==> config.mk <==
export PLATFORM = sky130hd
export DESIGN_NAME = bpm_estimator
export DESIGN_NICKNAME = d
export VERILOG_FILES = /design/src/rtl/bpm_pkg.sv /design/src/rtl/bpm_estimator_seq_divider.sv /design/src/rtl/bpm_estimator.sv
export SDC_FILE = /design/constraint.sdc
export NUM_CORES = 1
export LEC_CHECK = 0
export CAP_MARGIN = 40
export CORE_ASPECT_RATIO = 0.75
export CORE_MARGIN = 2
export CORE_UTILIZATION = 60
export DETAILED_ROUTE_END_ITERATION = 10
export MAX_ROUTING_LAYER = met4
export PLACE_DENSITY = 0.89
export SYNTH_ARGS = -nofsm -noshare
export SYNTH_HDL_FRONTEND = slang
export SYNTH_SLANG_ARGS = --single-unit
==> constraint.sdc <==
create_clock -name clk -period 5.7 [get_ports clk]
set_clock_uncertainty 0.05 [all_clocks]
set_input_delay 0.855 -clock clk [delete_from_list [all_inputs] [get_ports clk]]
set_output_delay 0.855 -clock clk [all_outputs]
set_load 0.05 [all_outputs]
==> src/rtl/bpm_pkg.sv <==
// ---------------------------------------------------------------------------
// bpm_pkg
// Shared types and constants for the tempo estimator.
//   bpm_state_t  : divider-control FSM states
//   MS_PER_MIN   : dividend used to turn an interval in ms into beats/minute
//   DIV_W        : width of the sequential divider datapath
//   min_int_ms() : shortest inter-beat interval for a given top tempo
//   max_int_ms() : longest inter-beat interval for a given bottom tempo
// ---------------------------------------------------------------------------
package bpm_pkg;

    typedef enum logic [1:0] {
        S_IDLE   = 2'd0,
        S_DIVIDE = 2'd1,
        S_UPDATE = 2'd2
    } bpm_state_t;

    localparam int MS_PER_MIN = 60000;
    localparam int DIV_W      = 16;

    function automatic int min_int_ms(input int max_bpm);
        return MS_PER_MIN / max_bpm;
    endfunction

    function automatic int max_int_ms(input int min_bpm);
        return MS_PER_MIN / min_bpm;
    endfunction

endpackage

==> src/rtl/bpm_estimator_seq_divider.sv <==
// ---------------------------------------------------------------------------
// seq_divider
// Unsigned restoring divider, one quotient bit per clock.
// The first step is folded into the start cycle, so a start in cycle S
// gives busy during S+1..S+DIV_W-1 and a one-cycle done at S+DIV_W with the
// quotient valid from then on (held until the next start).
// Ports:
//   clk, reset : clock, asynchronous active-high reset
//   start      : begin a division with dividend/divisor sampled this cycle
//   dividend   : DIV_W-bit numerator
//   divisor    : DIV_W-bit denominator (zero gives an all-ones quotient)
//   busy       : iterations still outstanding
//   done       : one-cycle strobe, quotient has just become valid
//   quotient   : DIV_W-bit result
// ---------------------------------------------------------------------------
module seq_divider
    import bpm_pkg::*;
(
    input  logic             clk,
    input  logic             reset,
    input  logic             start,
    input  logic [DIV_W-1:0] dividend,
    input  logic [DIV_W-1:0] divisor,
    output logic             busy,
    output logic             done,
    output logic [DIV_W-1:0] quotient
);

    localparam int CNT_W = $clog2(DIV_W);

    logic [DIV_W-1:0] rem_q, rem_d;
    logic [DIV_W-1:0] quo_q, quo_d;
    logic [DIV_W-1:0] dvs_q, dvs_d;
    logic [CNT_W-1:0] cnt_q, cnt_d;
    logic             busy_q, busy_d;
    logic             done_q, done_d;

    logic [DIV_W-1:0] step_rem_in;
    logic [DIV_W-1:0] step_quo_in;
    logic [DIV_W-1:0] step_dvs;
    logic [DIV_W:0]   trial;
    logic [DIV_W-1:0] diff;
    logic             step_bit;

    always_comb begin
        // NOTE: every variable gets a default before any branch so no path
        // leaves it unassigned, which would otherwise infer a latch.
        step_rem_in = rem_q;
        step_quo_in = quo_q;
        step_dvs    = dvs_q;
        rem_d       = rem_q;
        quo_d       = quo_q;
        dvs_d       = dvs_q;
        cnt_d       = cnt_q;
        busy_d      = busy_q;
        done_d      = 1'b0;

        // The start cycle runs the first step straight off the inputs.
        if (start) begin
            step_rem_in = '0;
            step_quo_in = dividend;
            step_dvs    = divisor;
        end

        // Shift the next dividend bit into the partial remainder and keep
        // the subtraction only if it does not go negative.
        trial = {step_rem_in, step_quo_in[DIV_W-1]};
        if (trial >= {1'b0, step_dvs}) begin
            diff     = DIV_W'(trial - {1'b0, step_dvs});
            step_bit = 1'b1;
        end else begin
            diff     = trial[DIV_W-1:0];
            step_bit = 1'b0;
        end

        if (start) begin
            rem_d  = diff;
            quo_d  = {step_quo_in[DIV_W-2:0], step_bit};
            dvs_d  = divisor;
            cnt_d  = CNT_W'(DIV_W - 1);
            busy_d = 1'b1;
        end else if (busy_q) begin
            rem_d = diff;
            quo_d = {step_quo_in[DIV_W-2:0], step_bit};
            cnt_d = cnt_q - CNT_W'(1);
            if (cnt_q == CNT_W'(1)) begin
                busy_d = 1'b0;
                done_d = 1'b1;
            end
        end
    end

    // NOTE: state registers use non-blocking assignments so every flop
    // samples the pre-edge values regardless of statement order.
    always_ff @(posedge clk or posedge reset) begin
        if (reset) begin
            // NOTE: the datapath registers are reset as well, so a divide
            // aborted by reset never leaves a stale quotient behind.
            rem_q  <= '0;
            quo_q  <= '0;
            dvs_q  <= '0;
            cnt_q  <= '0;
            busy_q <= 1'b0;
            done_q <= 1'b0;
        end else begin
            rem_q  <= rem_d;
            quo_q  <= quo_d;
            dvs_q  <= dvs_d;
            cnt_q  <= cnt_d;
            busy_q <= busy_d;
            done_q <= done_d;
        end
    end

    assign busy     = busy_q;
    assign done     = done_q;
    assign quotient = quo_q;

endmodule

==> src/rtl/bpm_estimator.sv <==
// ---------------------------------------------------------------------------
// bpm_estimator
// Envelope follower + hysteretic beat detector on a signed audio stream.
// Inter-beat intervals are timed in ms, divided into 60000 by seq_divider,
// clamped and smoothed into a tempo estimate.
// Ports:
//   clk, reset      : clock, asynchronous active-high reset
//   sample_in       : signed 16-bit audio sample
//   sample_valid    : sample_in is valid this cycle
//   BPM_estimate    : smoothed tempo, 0 when no live estimate
//   bpm_valid       : BPM_estimate is live
//   pulse_amplitude : env[15:8] captured at the last accepted beat
//   beat_pulse      : one-cycle strobe per accepted beat
// ---------------------------------------------------------------------------
module bpm_estimator
    import bpm_pkg::*;
#(
    parameter int          MIN_BPM     = 40,
    parameter int          MAX_BPM     = 200,
    parameter int          TICK_DIV    = 50_000,
    parameter int          DECAY_SHIFT = 10,
    parameter logic [15:0] THRESH_HI   = 16'd8192,
    parameter logic [15:0] THRESH_LO   = 16'd4096
) (
    input  logic                         clk,
    input  logic                         reset,
    input  logic signed [15:0]           sample_in,
    input  logic                         sample_valid,
    output logic [$clog2(MAX_BPM+1)-1:0] BPM_estimate,
    output logic                         bpm_valid,
    output logic [7:0]                   pulse_amplitude,
    output logic                         beat_pulse
);

    localparam int BPM_W      = $clog2(MAX_BPM + 1);
    localparam int SUM_W      = BPM_W + 3;
    localparam int MIN_INT_MS = min_int_ms(MAX_BPM);
    localparam int MAX_INT_MS = max_int_ms(MIN_BPM);
    localparam int INT_W      = $clog2(MAX_INT_MS + 2);
    localparam int TICK_W     = (TICK_DIV > 1) ? $clog2(TICK_DIV) : 1;

    bpm_state_t        state_q, state_d;
    logic [15:0]       env_q, env_d;
    logic              armed_q, armed_d;
    logic              first_seen_q, first_seen_d;
    logic [TICK_W-1:0] tick_q, tick_d;
    logic [INT_W-1:0]  interval_q, interval_d;
    logic [INT_W-1:0]  int_lat_q, int_lat_d;
    logic              div_req_q, div_req_d;
    logic              kill_q, kill_d;
    logic              beat_pulse_q, beat_pulse_d;
    logic [7:0]        amp_q, amp_d;
    logic [BPM_W-1:0]  bpm_est_q, bpm_est_d;
    logic              bpm_valid_q, bpm_valid_d;

    logic [15:0]       abs_val;
    logic              fire;
    logic              too_soon;
    logic              accept;
    logic              timeout;
    logic              div_start;
    logic              div_busy;
    logic              div_done;
    logic [DIV_W-1:0]  div_quotient;
    logic [BPM_W-1:0]  q_clamped;
    logic [SUM_W-1:0]  smooth_sum;

    // -----------------------------------------------------------------------
    // Rectifier and envelope follower
    // -----------------------------------------------------------------------
    always_comb begin
        // -32768 has no positive counterpart in 16 bits, so it saturates.
        if (sample_in == 16'sh8000) begin
            abs_val = 16'h7FFF;
        end else if (sample_in[15]) begin
            abs_val = $unsigned(-sample_in);
        end else begin
            abs_val = $unsigned(sample_in);
        end

        env_d = env_q;
        if (sample_valid) begin
            if (abs_val > env_q) begin
                env_d = abs_val;
            end else begin
                env_d = env_q - (env_q >> DECAY_SHIFT);
            end
        end
    end

    // -----------------------------------------------------------------------
    // Beat detection, interval timer and beat bookkeeping
    // -----------------------------------------------------------------------
    always_comb begin
        fire     = armed_q && (env_q >= THRESH_HI);
        timeout  = (interval_q == INT_W'(MAX_INT_MS + 1));
        // Crossings closer than the fastest tempo are treated as the same
        // beat ringing, but only once a reference beat exists.
        too_soon = first_seen_q && (interval_q < INT_W'(MIN_INT_MS));
        accept   = fire && !too_soon;

        // Hysteresis: fire high, re-arm only after falling below THRESH_LO.
        armed_d = armed_q;
        if (fire) begin
            armed_d = 1'b0;
        end else if (env_q < THRESH_LO) begin
            armed_d = 1'b1;
        end

        tick_d     = tick_q;
        interval_d = interval_q;
        if (accept) begin
            tick_d     = '0;
            interval_d = '0;
        end else if (tick_q == TICK_W'(TICK_DIV - 1)) begin
            tick_d = '0;
            if (!timeout) begin
                interval_d = interval_q + INT_W'(1);
            end
        end else begin
            tick_d = tick_q + TICK_W'(1);
        end

        beat_pulse_d = accept;
        amp_d        = accept ? env_q[15:8] : amp_q;
        int_lat_d    = accept ? interval_q : int_lat_q;

        // A beat coinciding with timeout counts as a fresh first beat.
        first_seen_d = first_seen_q;
        if (accept) begin
            first_seen_d = 1'b1;
        end else if (timeout) begin
            first_seen_d = 1'b0;
        end

        div_req_d = accept && first_seen_q && !timeout && (state_q == S_IDLE);
    end

    // -----------------------------------------------------------------------
    // Divider control FSM and estimate update
    // -----------------------------------------------------------------------
    always_comb begin
        if (div_quotient < DIV_W'(MIN_BPM)) begin
            q_clamped = BPM_W'(MIN_BPM);
        end else if (div_quotient > DIV_W'(MAX_BPM)) begin
            q_clamped = BPM_W'(MAX_BPM);
        end else begin
            q_clamped = BPM_W'(div_quotient);
        end
        smooth_sum = SUM_W'(bpm_est_q) * SUM_W'(3) + SUM_W'(q_clamped) + SUM_W'(2);

        state_d   = state_q;
        div_start = 1'b0;
        case (state_q)
            S_IDLE: begin
                if (div_req_q && !div_busy) begin
                    div_start = 1'b1;
                    state_d   = S_DIVIDE;
                end
            end
            S_DIVIDE: begin
                if (div_done) begin
                    state_d = S_UPDATE;
                end
            end
            S_UPDATE: begin
                state_d = S_IDLE;
            end
            default: begin
                state_d = S_IDLE;
            end
        endcase

        // A timeout while a divide is in flight voids that divide's update.
        kill_d = kill_q;
        if (div_start) begin
            kill_d = 1'b0;
        end
        if (timeout) begin
            kill_d = 1'b1;
        end

        bpm_est_d   = bpm_est_q;
        bpm_valid_d = bpm_valid_q;
        if (timeout) begin
            bpm_est_d   = '0;
            bpm_valid_d = 1'b0;
        end else if ((state_q == S_UPDATE) && !kill_q) begin
            bpm_est_d   = bpm_valid_q ? BPM_W'(smooth_sum >> 2) : q_clamped;
            bpm_valid_d = 1'b1;
        end
    end

    seq_divider u_divider (
        .clk      (clk),
        .reset    (reset),
        .start    (div_start),
        .dividend (DIV_W'(MS_PER_MIN)),
        .divisor  (DIV_W'(int_lat_q)),
        .busy     (div_busy),
        .done     (div_done),
        .quotient (div_quotient)
    );

    always_ff @(posedge clk or posedge reset) begin
        if (reset) begin
            state_q      <= S_IDLE;
            env_q        <= '0;
            armed_q      <= 1'b0;
            first_seen_q <= 1'b0;
            tick_q       <= '0;
            interval_q   <= '0;
            int_lat_q    <= '0;
            div_req_q    <= 1'b0;
            kill_q       <= 1'b0;
            beat_pulse_q <= 1'b0;
            amp_q        <= '0;
            bpm_est_q    <= '0;
            bpm_valid_q  <= 1'b0;
        end else begin
            state_q      <= state_d;
            env_q        <= env_d;
            armed_q      <= armed_d;
            first_seen_q <= first_seen_d;
            tick_q       <= tick_d;
            interval_q   <= interval_d;
            int_lat_q    <= int_lat_d;
            div_req_q    <= div_req_d;
            kill_q       <= kill_d;
            beat_pulse_q <= beat_pulse_d;
            amp_q        <= amp_d;
            bpm_est_q    <= bpm_est_d;
            bpm_valid_q  <= bpm_valid_d;
        end
    end

    assign BPM_estimate    = bpm_est_q;
    assign bpm_valid       = bpm_valid_q;
    assign pulse_amplitude = amp_q;
    assign beat_pulse      = beat_pulse_q;

endmodule

======== After elaboration in Yosys (flattened, before gate mapping) ========
Cells that the tools add are included.
operators by class
  add/subtract/negate cells ............... 8
  $mul .................................... 1
  div/mod/pow operators ................... 0
  magnitude comparators ................... 7
  eq/ne operators ......................... 9
  shift-type cells ........................ 0
  multiplexer cells ....................... 43
  bitwise gates (word level) .............. 0
  reductions and logical operators ........ 21
operators with widths
  cell                                                                                   count
  16-bit two-way mux                                                                     13
  8-bit two-way mux                                                                      5
  11-bit two-way mux                                                                     3
  16-bit equality test, second input constant                                            2
  17-bit by 16-bit greater-or-equal comparator with 1-bit output                         1
  1-bit two-way mux                                                                      17
  16-bit by 1-bit adder with 16-bit output, second input constant                        1
  16-bit by 14-bit greater-or-equal comparator with 1-bit output, second input constant  1
  16-bit > comparator                                                                    1
  16-bit by 8-bit > comparator with 1-bit output, second input constant                  1
  16-bit by 13-bit < comparator with 1-bit output, second input constant                 1
  16-bit by 6-bit < comparator with 1-bit output, second input constant                  1
  16-bit negation                                                                        1
  16-bit subtractor                                                                      1
  16-bit by 6-bit subtractor with 16-bit output                                          1
  2-bit nonzero test                                                                     6
  11-bit by 1-bit adder with 11-bit output, second input constant                        1
  11-bit equality test, second input constant                                            1
  11-bit by 9-bit < comparator with 1-bit output, second input constant                  1
  10-bit by 2-bit adder with 10-bit output, second input constant                        1
  10-bit by 8-bit adder with 10-bit output                                               1
  8-bit by 2-bit multiplier with 10-bit output, second input constant                    1
  1-bit logical AND                                                                      8
  4-bit two-way mux                                                                      2
  other kinds (11)                                                                       17
storage, ports and cells
  flip-flop bits (word level) ............. 132
  bits in latches ......................... 0
  RAM bits ................................ 0
  ROM bits ................................ 0
  bits of input ports ..................... 19
  memories ................................ 0

======== Depth between registers and ports, before layout ========
Gate-level depths: netlist of the first run.
  depth after elaboration ................. 9
  gate-level depth with buffers ........... 19
  gate-level depth less buffers ........... 16

======== Modules after synthesis ========
From an unflattened synthesis of the first run, not the netlist that was laid out.
unflattened totals
  cell total of the unflattened synthesis .. 928
  area, all modules ....................... 8759.7 sq um
modules (own cells, without submodules)
  module         instances  cells an instance  area each (sq um)
  bpm_estimator  1          570                5296.3
  seq_divider    1          358                3463.3

======== Worst setup path before layout of the first run ========
Ideal clock, no wire load.
  path kind ............................... input to register
  from .................................... input sample_in[0]
  to ...................................... register env_q[15]
  library setup time ...................... 0.116 ns
  arrival ................................. 4.298 ns
  data required time ...................... 5.534 ns
  slack ................................... 1.237 ns
  cell stages on the path ................. 14
  path buffers ............................ 0
  path through ............................ or2_1 > or4b_4 > or4_4 > a211oi_2 > a31oi_2 > ha_1 > a21o_1 > a21o_1 > a21oi_1 > nor2_1 > a2111oi_2 > nor2_1 > or4_1 > o311ai_0
between the ends
  cells in the longest elaborated chain, start to end .. 5
  elaborated cells on any way between the ends .. 6
RTL lines
  item                  RTL line              text
  start, declared       bpm_estimator.sv:27   input logic signed [15:0] sample_in,
  16-bit negation       bpm_estimator.sv:76   abs_val = $unsigned(-sample_in);
  16-bit two-way mux    bpm_estimator.sv:75   end else if (sample_in[15]) begin
  16-bit two-way mux *  bpm_estimator.sv:73   if (sample_in == 16'sh8000) begin
  16-bit > comparator   bpm_estimator.sv:83   if (abs_val > env_q) begin
  16-bit two-way mux *  bpm_estimator.sv:83
  end signal, assigned  bpm_estimator.sv:222  env_q <= env_d;
  end, declared         bpm_estimator.sv:43   logic [15:0] env_q, env_d;
Mark *: on every way between the ends. The rest lies on a longest branch, timed or not.
A chain may end at the register's enable or synchronous reset.

======== Worst setup path after layout of the first run ========
  from .................................... input sample_in[0]
  to ...................................... register env_q[11]
Same word-level chain as after synthesis.

==> results of run 1 <==
==> layer usage <==
| layer | global-route usage | wire [um] |
|---|---|---|
| met3 | 0.05498 | 1108 |
| met2 | 0.4043 | 8409 |
| met1 | 0.3908 | 8684 |
| met4 | 0.06133 | 164 |
| met5 | - | 0 |
==> final cells by class <==
type,instances,area share
multi-input cells,642,0.4877
flip-flops and latches,132,0.3529
clock buffers,18,0.04693
clock inverters,14,0.01751
inverters,59,0.02420
well taps,175,0.02340
repair buffers,46,0.04733
==> critical path, delay by kind of cell <==
kind / cells / cell delay, ns
and+or+nand+nor: 6 / 1.81
AOI/OAI and AO/OA: 7 / 1.44
buffers and inverters: 2 / 0.66
adders and majority gates: 1 / 0.30
==> cells by family (layout without fill, tap and decap cells) <==
family | Yosys count | in the layout | share of synthesized area
xor gates and xnor gates | 47 | 47 | 0.05006
adders and majority gates | 62 | 62 | 0.1016
muxes | 44 | 44 | 0.05660
and+or+nand+nor | 297 | 297 | 0.1837
buffers and inverters | 92 | 137 | 0.04489
AOI/OAI and AO/OA | 192 | 192 | 0.1614
DFF | 132 | 132 | 0.4017
==> where the power goes <==
part           switching, mW  internal (mW)  leakage, nW
combinational          0.417          0.300         2.48
sequential             0.101           1.02         1.79
clock                  0.446          0.667        0.286
total                  0.965           1.99         4.55
==> path summary, 6_finish.rpt <==
| kind | start | end | slack, ns | depth (start not counted) |
|---|---|---|---|---|
| worst max register to register | u_divider.busy | u_divider.rem_q[9] | 1.36 | 12 |
| worst max-delay path | sample_in[0] | env_q[11] | 0.92 | 16 |
| min in group asynchronous | reset | BPM_estimate[2] | 0.89 | 2 |
| worst min-delay path | u_divider.dvs_q[14] | u_divider.dvs_q[14] | 0.42 | 2 |
| worst min register to register | u_divider.dvs_q[14] | u_divider.dvs_q[14] | 0.42 | 2 |
| max in group asynchronous | reset | u_divider.dvs_q[9] | 3.59 | 3 |
==> registers in the layout, indices dropped and copies added (netlist names), 2 cells and up <==
signal and flops:
pulse_amplitude 8, interval_q 11, u_divider.cnt_q 4, u_divider.quotient 16, BPM_estimate 8, int_lat_q 11
tick_q 16, u_divider.rem_q 16, env_q 16, state_q 2, u_divider.dvs_q 16
==> placed cells by master (no fill, tap or decap), types with 10 or more instances in the layout <==
cell type        Yosys  routed
xor2_1              26      26
nor2_1              85      83
nand2_1             66      66
and3_1              10      10
nand3_1             18      18
dfrtp_1            132     132
clkbuf_16            0      17
inv_1               59      58
xnor2_1             21      21
mux2i_1             24      24
nor4_1              14      14
nand4_1             15      15
a22oi_1             22      22
ha_1                54      54
nor2b_1             11      11
mux2_2              19      19
a21o_1              12      12
nor3_1              18      18
and2_1              21      21
clkdlybuf4s50_1      0      36
o21a_1              12      12
o21ai_0             38      38
a21oi_1             37      37
==> per-stage QoR <==
step	instance area, um2	total power, mW	utilization	cells	setup WS (ns)
floorplan	8223	1.632	-	866	1.237
global placement	8741	1.796	0.6444	1053	0.6017
detailed placement	8756	1.832	0.6455	1054	0.5572
CTS	9359	2.951	0.6900	1086	0.9428
global route	9359	3.105	0.6900	1086	0.7141
finish	9359	2.954	0.6900	1086	0.9197
==> run_results.csv, run 1 <==
group,metric,value,unit
yosys,synth_edf_count,0,
yosys,synth_cell_types,75,
setup_path,start_kind,"primary input",
outcome,status,"finished, final reports clean",
detailed_routing,route.detailed.drc,0,
cells_and_area,fin_nets,979,
floorplanning,core,0.01356,mm2
cells_and_area,drive_gt1_frac,0.09550,
flow_run,cap_viol_max_count,0,
detailed_routing,drt_iter0_drc,622,
cells_and_area,diodes,0,
timing,maxSlewViolCount,0,
timing,fin_crit_sh,0.8387,
setup_path,slowest_stage,"or4b_4",
detailed_routing,vias,6577,
grt,antenna_found_initial,0,
cells_and_area,multiInputGateArea,0.004564,mm2
place,place_congestion,0.9525,
setup_path,end_kind,"flop",
timing,whs,0.4175,ns
yosys,avgSynthCellArea,9.495,um2
setup_path,critical-path-max-stage-delay,0.55,ns
timing,max_freq,209.2,MHz
setup_path,arrival,5.09,ns
place,dp_hpwl,12670,um
setup_path,crit_required,6.00,ns
yosys,yosysTopAreaCell,"dfrtp_1",
yosys,synth_seq_cells,132,
yosys,synth_most_common_cell,"dfrtp_1",
timing,period_minus_slack,4.780,ns
grt,grt_max_degree,85,
floorplanning,die_area,0.01467,mm2
cts,cts_buffers,17,
detailed_routing,routedWlPerCell,16.91,um
floorplanning,row_count,37,
detailed_routing,via_per_inst,6.056,
yosys,async_reset_ff_frac,1.000,
cts,clockBufferDepth,2,
detailed_routing,drt_first_pass_iters,5,
yosys,synthTopCellsByArea,"dfrtp_1 (40%), ha_1 (8.2%), nor2_1 (3.9%)",
cts,ctsHoldBuffers,0,
cts,cts-resized-gates,0,
cts,cts_tree,"done",
floorplanning,die_y,105.4,um
grt,grt_pass1_wl,31920,um
setup_path,cp_common_cell,"a21o_1",
yosys,synth_top_area_frac,0.4017,
floorplanning,die_x,139.2,um
cts,clock_sinks,132,
cts,clk_pin_slew,0.06,ns
cts,cts_htree_levels,4,
yosys,netlist_instances,866,
timing,setup_viol,0,
yosys,yosysSeqAreaShare,0.4017,
yosys,synth_area,0.008223,mm2
power_and_ir_drop,leakagePower,4.551,nW
timing,rsz0062_at_grt,"no",
grt,grt_usage,0.2724,
timing,worst_pin_slew,0.8076,ns
cells_and_area,area_delta_synth_final,13.82,%
timing,fin_setup_tns,0,ns
setup_path,crit_fanout,9,
floorplanning,initial_core_util,0.6062,
floorplanning,ios,37,
cts,post_cts_buffers,0,
timing,relSlewSlack,0.4604,
power_and_ir_drop,power_density,315.6,mW/mm2
worst_hold_path,worstHoldPathType,"reg2reg",
detailed_routing,drtAntennaViolNets,0,
cells_and_area,nFillCells,985,
cells_and_area,regArea,0.003303,mm2
yosys,yosys_most_used_dff,"dfrtp_1",
detailed_routing,wirelength,18370,um
cts,cts-root-buf,"clkbuf_16",
grt,grt_overflow,0,
setup_path,crit_type,"in2reg",
power_and_ir_drop,vdd_ir_drop_max,0.2267,mV
timing,hold_viol,0,
cts,clock_latency,0.42,ns
yosys,yosysWarnings,0,
place,numPortBuffers,36,
yosys,syn_nets,947,
yosys,ys_top_cells_by_count,"dfrtp_1 (132), nor2_1 (85), nand2_1 (66)",
setup_path,path_cells,"clkdlybuf4s50_1, or2_1, or4b_4, or4_4, a211oi_2, a31oi_2, ha_1, a21o_1, a21o_1, a21oi_1, nor2_1, a2111oi_2, nor2_2, buf_4, nor4_1, a311o_1",
grt,grt_pass1_vias,6473,
Note: power is estimated with default switching activity, not from simulation.
==> run 2: changes to the inputs <==
==> constraint.sdc (replaced) <==
create_clock -name clk -period 4.6 [get_ports clk]
set_clock_uncertainty 0.05 [all_clocks]
set_input_delay 0.69 -clock clk [delete_from_list [all_inputs] [get_ports clk]]
set_output_delay 0.69 -clock clk [all_outputs]
set_load 0.05 [all_outputs]
==> run_results.csv, run 2 (same netlist as run 1, synthesis figures left out) <==
group,metric,value,unit
floorplanning,die_y,105.4,um
grt,grt_pass1_wl,31780,um
setup_path,crit_required,4.90,ns
outcome,status,"finished, final reports clean",
cells_and_area,mostFrequentLayoutCells,"dfrtp_1 (132), nor2_1 (83), nand2_1 (66), inv_1 (58), ha_1 (54)",
setup_path,crit_type,"in2reg",
floorplanning,row_count,37,
cts,cts_buffers,17,
power_and_ir_drop,power_density,369.5,mW/mm2
timing,max_freq,229.1,MHz
detailed_routing,vias,6746,
setup_path,start_kind,"primary input",
cells_and_area,fin_cells,1110,
cells_and_area,area_delta_synth_final,15.43,%
place,dpl_cell_area,0.008956,mm2
place,place_inst,1078,
floorplanning,initial_core_util,0.6062,
cts,cts-resized-gates,0,
grt,grt_usage,0.2736,
timing,whs,0.4172,ns
setup_path,crit_fanout,13,
detailed_routing,route.top_layer_used,"met4",
place,numPortBuffers,36,
detailed_routing,met3_length,970,um
floorplanning,core,0.01356,mm2
cells_and_area,fin_nets,1003,
timing,setup_viol,0,
detailed_routing,routedWlPerCell,16.80,um
floorplanning,die_x,139.2,um
cells_and_area,drive_gt1_frac,0.1166,
timing,hold_viol,0,
grt,antenna_found_initial,0,
floorplanning,ios,37,
timing,worst_pin_slew,0.9178,ns
power_and_ir_drop,vdd_ir_drop_max,0.3935,mV
detailed_routing,drt-met1-wl,8810,um
detailed_routing,via_per_inst,6.077,
cts,cts_tree,"done",
cells_and_area,final_util,0.6998,
flow_run,cap_viol_max_count,0,
cts,clockBufferDepth,2,
setup_path,slowest_stage,"or4b_4",
cells_and_area,diodes,0,
detailed_routing,wl_met2,8628,um
floorplanning,die_area,0.01467,mm2
setup_path,cp_common_cell,"a21o_1",
worst_hold_path,worstHoldPathType,"reg2reg",
grt,grt_overflow,0,
timing,rsz0062_at_grt,"no",
place,dp_hpwl,13020,um
timing,fin_setup_tns,0,ns
detailed_routing,drt_first_pass_iters,5,
detailed_routing,drtAntennaViolNets,0,
timing,maxSlewViolCount,0,
grt,grt_max_degree,79,
setup_path,arrival,4.67,ns
power_and_ir_drop,leakagePower,4.649,nW
setup_path,path_cells,"clkdlybuf4s50_1, or2_1, or4b_4, or4_4, a211oi_2, a31oi_2, ha_1, a21o_1, a21o_1, a21oi_1, nor2_1, a2111oi_2, nor2_2, buf_4, nor4_1, a311o_1",
detailed_routing,drt_iter0_drc,493,
cells_and_area,design_area,0.009492,mm2
cts,cts_htree_levels,4,
timing,fin_crit_sh,0.9489,
grt,grt_pass1_vias,6556,
timing,period_minus_slack,4.365,ns
setup_path,end_kind,"flop",
cells_and_area,final_common_cell,"dfrtp_1",
detailed_routing,route.detailed.drc,0,
setup_path,cp_top_family,"simple AND/OR/NAND/NOR gates",
cts,clock_sinks,132,
detailed_routing,wirelength,18650,um
place,place_congestion,0.8924,
setup_path,critical-path-max-stage-delay,0.53,ns
cts,cts-root-buf,"clkbuf_16",
cts,clock_latency,0.43,ns
timing,relSlewSlack,0.3868,
cells_and_area,nFillCells,973,
cts,clk_pin_slew,0.06,ns
setup_path,path_buf_inv,2,
-- run 2: changes by cell type in the layout (fill, tap and decap cells not counted), sizes merged --
cell	before	now
inv	65	63
clkinv	3	7
clkbuf	18	19
bufinv	2	0
clkinvlp	3	2
buf	10	34
-- run 2: metal layers --
layer  vias to the layer above  GRT usage
li1                       3198          -
met4                         0    0.08874
met3                        26    0.04044
met5                         -          -
met1                      3297     0.3828
met2                       225     0.4156
-- run 2: worst paths after layout --
check	from	slack [ns]	cells after the start	end
worst max-delay path	sample_in[0]	0.24	16	env_q[11]
worst min-delay path	u_divider.dvs_q[14]	0.42	2	u_divider.dvs_q[14]
worst max register to register	u_divider.quotient[1]	0.42	13	BPM_estimate[6]
worst min register to register	u_divider.dvs_q[14]	0.42	2	u_divider.dvs_q[14]
max in group asynchronous	reset	3.04	4	int_lat_q[7]
min in group asynchronous	reset	0.53	2	BPM_estimate[2]
-- run 2: final cells by class --
class	count	area (um2)	share of cell area
timing repair buffer	70	643.1	0.06776
tap	175	219.0	0.02307
clock buffer	19	432.9	0.04561
multi-input combinational	642	4564	0.4809
inverter	59	226.5	0.02386
clock inverter	13	102.6	0.01081
sequential	132	3303	0.3480
-- run 2: worst register-to-register path, cell delays in order (launching register included) --
cell,delay [ns]
dfrtp_1,0.45
o31a_1,0.31
o311a_1,0.35
nor3_2,0.21
and2_1,0.20
fa_1,0.42
ha_1,0.37
a21o_1,0.24
or3_1,0.33
o211a_1,0.24
o21a_1,0.20
o21ai_2,0.20
nor4b_1,0.36
nor4_2,0.10
-- run 2: what timing repair did --
action / CTS / global route
endpoints found under the setup margin: 0 / 2
endpoints found under the hold margin: 0 / 0
hold buffers: 0 / 0
setup buffers: 0 / 0
-- run 2: stage by stage --
stage               power (mW)  worst slack [ns]
finish                   3.507            0.2352
detailed placement       2.265           -0.2213
CTS                      3.504            0.2031
global route             3.706          0.006126
floorplan                2.022            0.3017
global placement         2.230           -0.1132
-- run 2: power by group --
part / internal (mW) / total [mW] / switching [mW]
combinational: 0.380 / 0.876 / 0.496
clock: 0.696 / 1.24 / 0.540
sequential: 1.27 / 1.40 / 0.128
total: 2.34 / 3.51 / 1.16
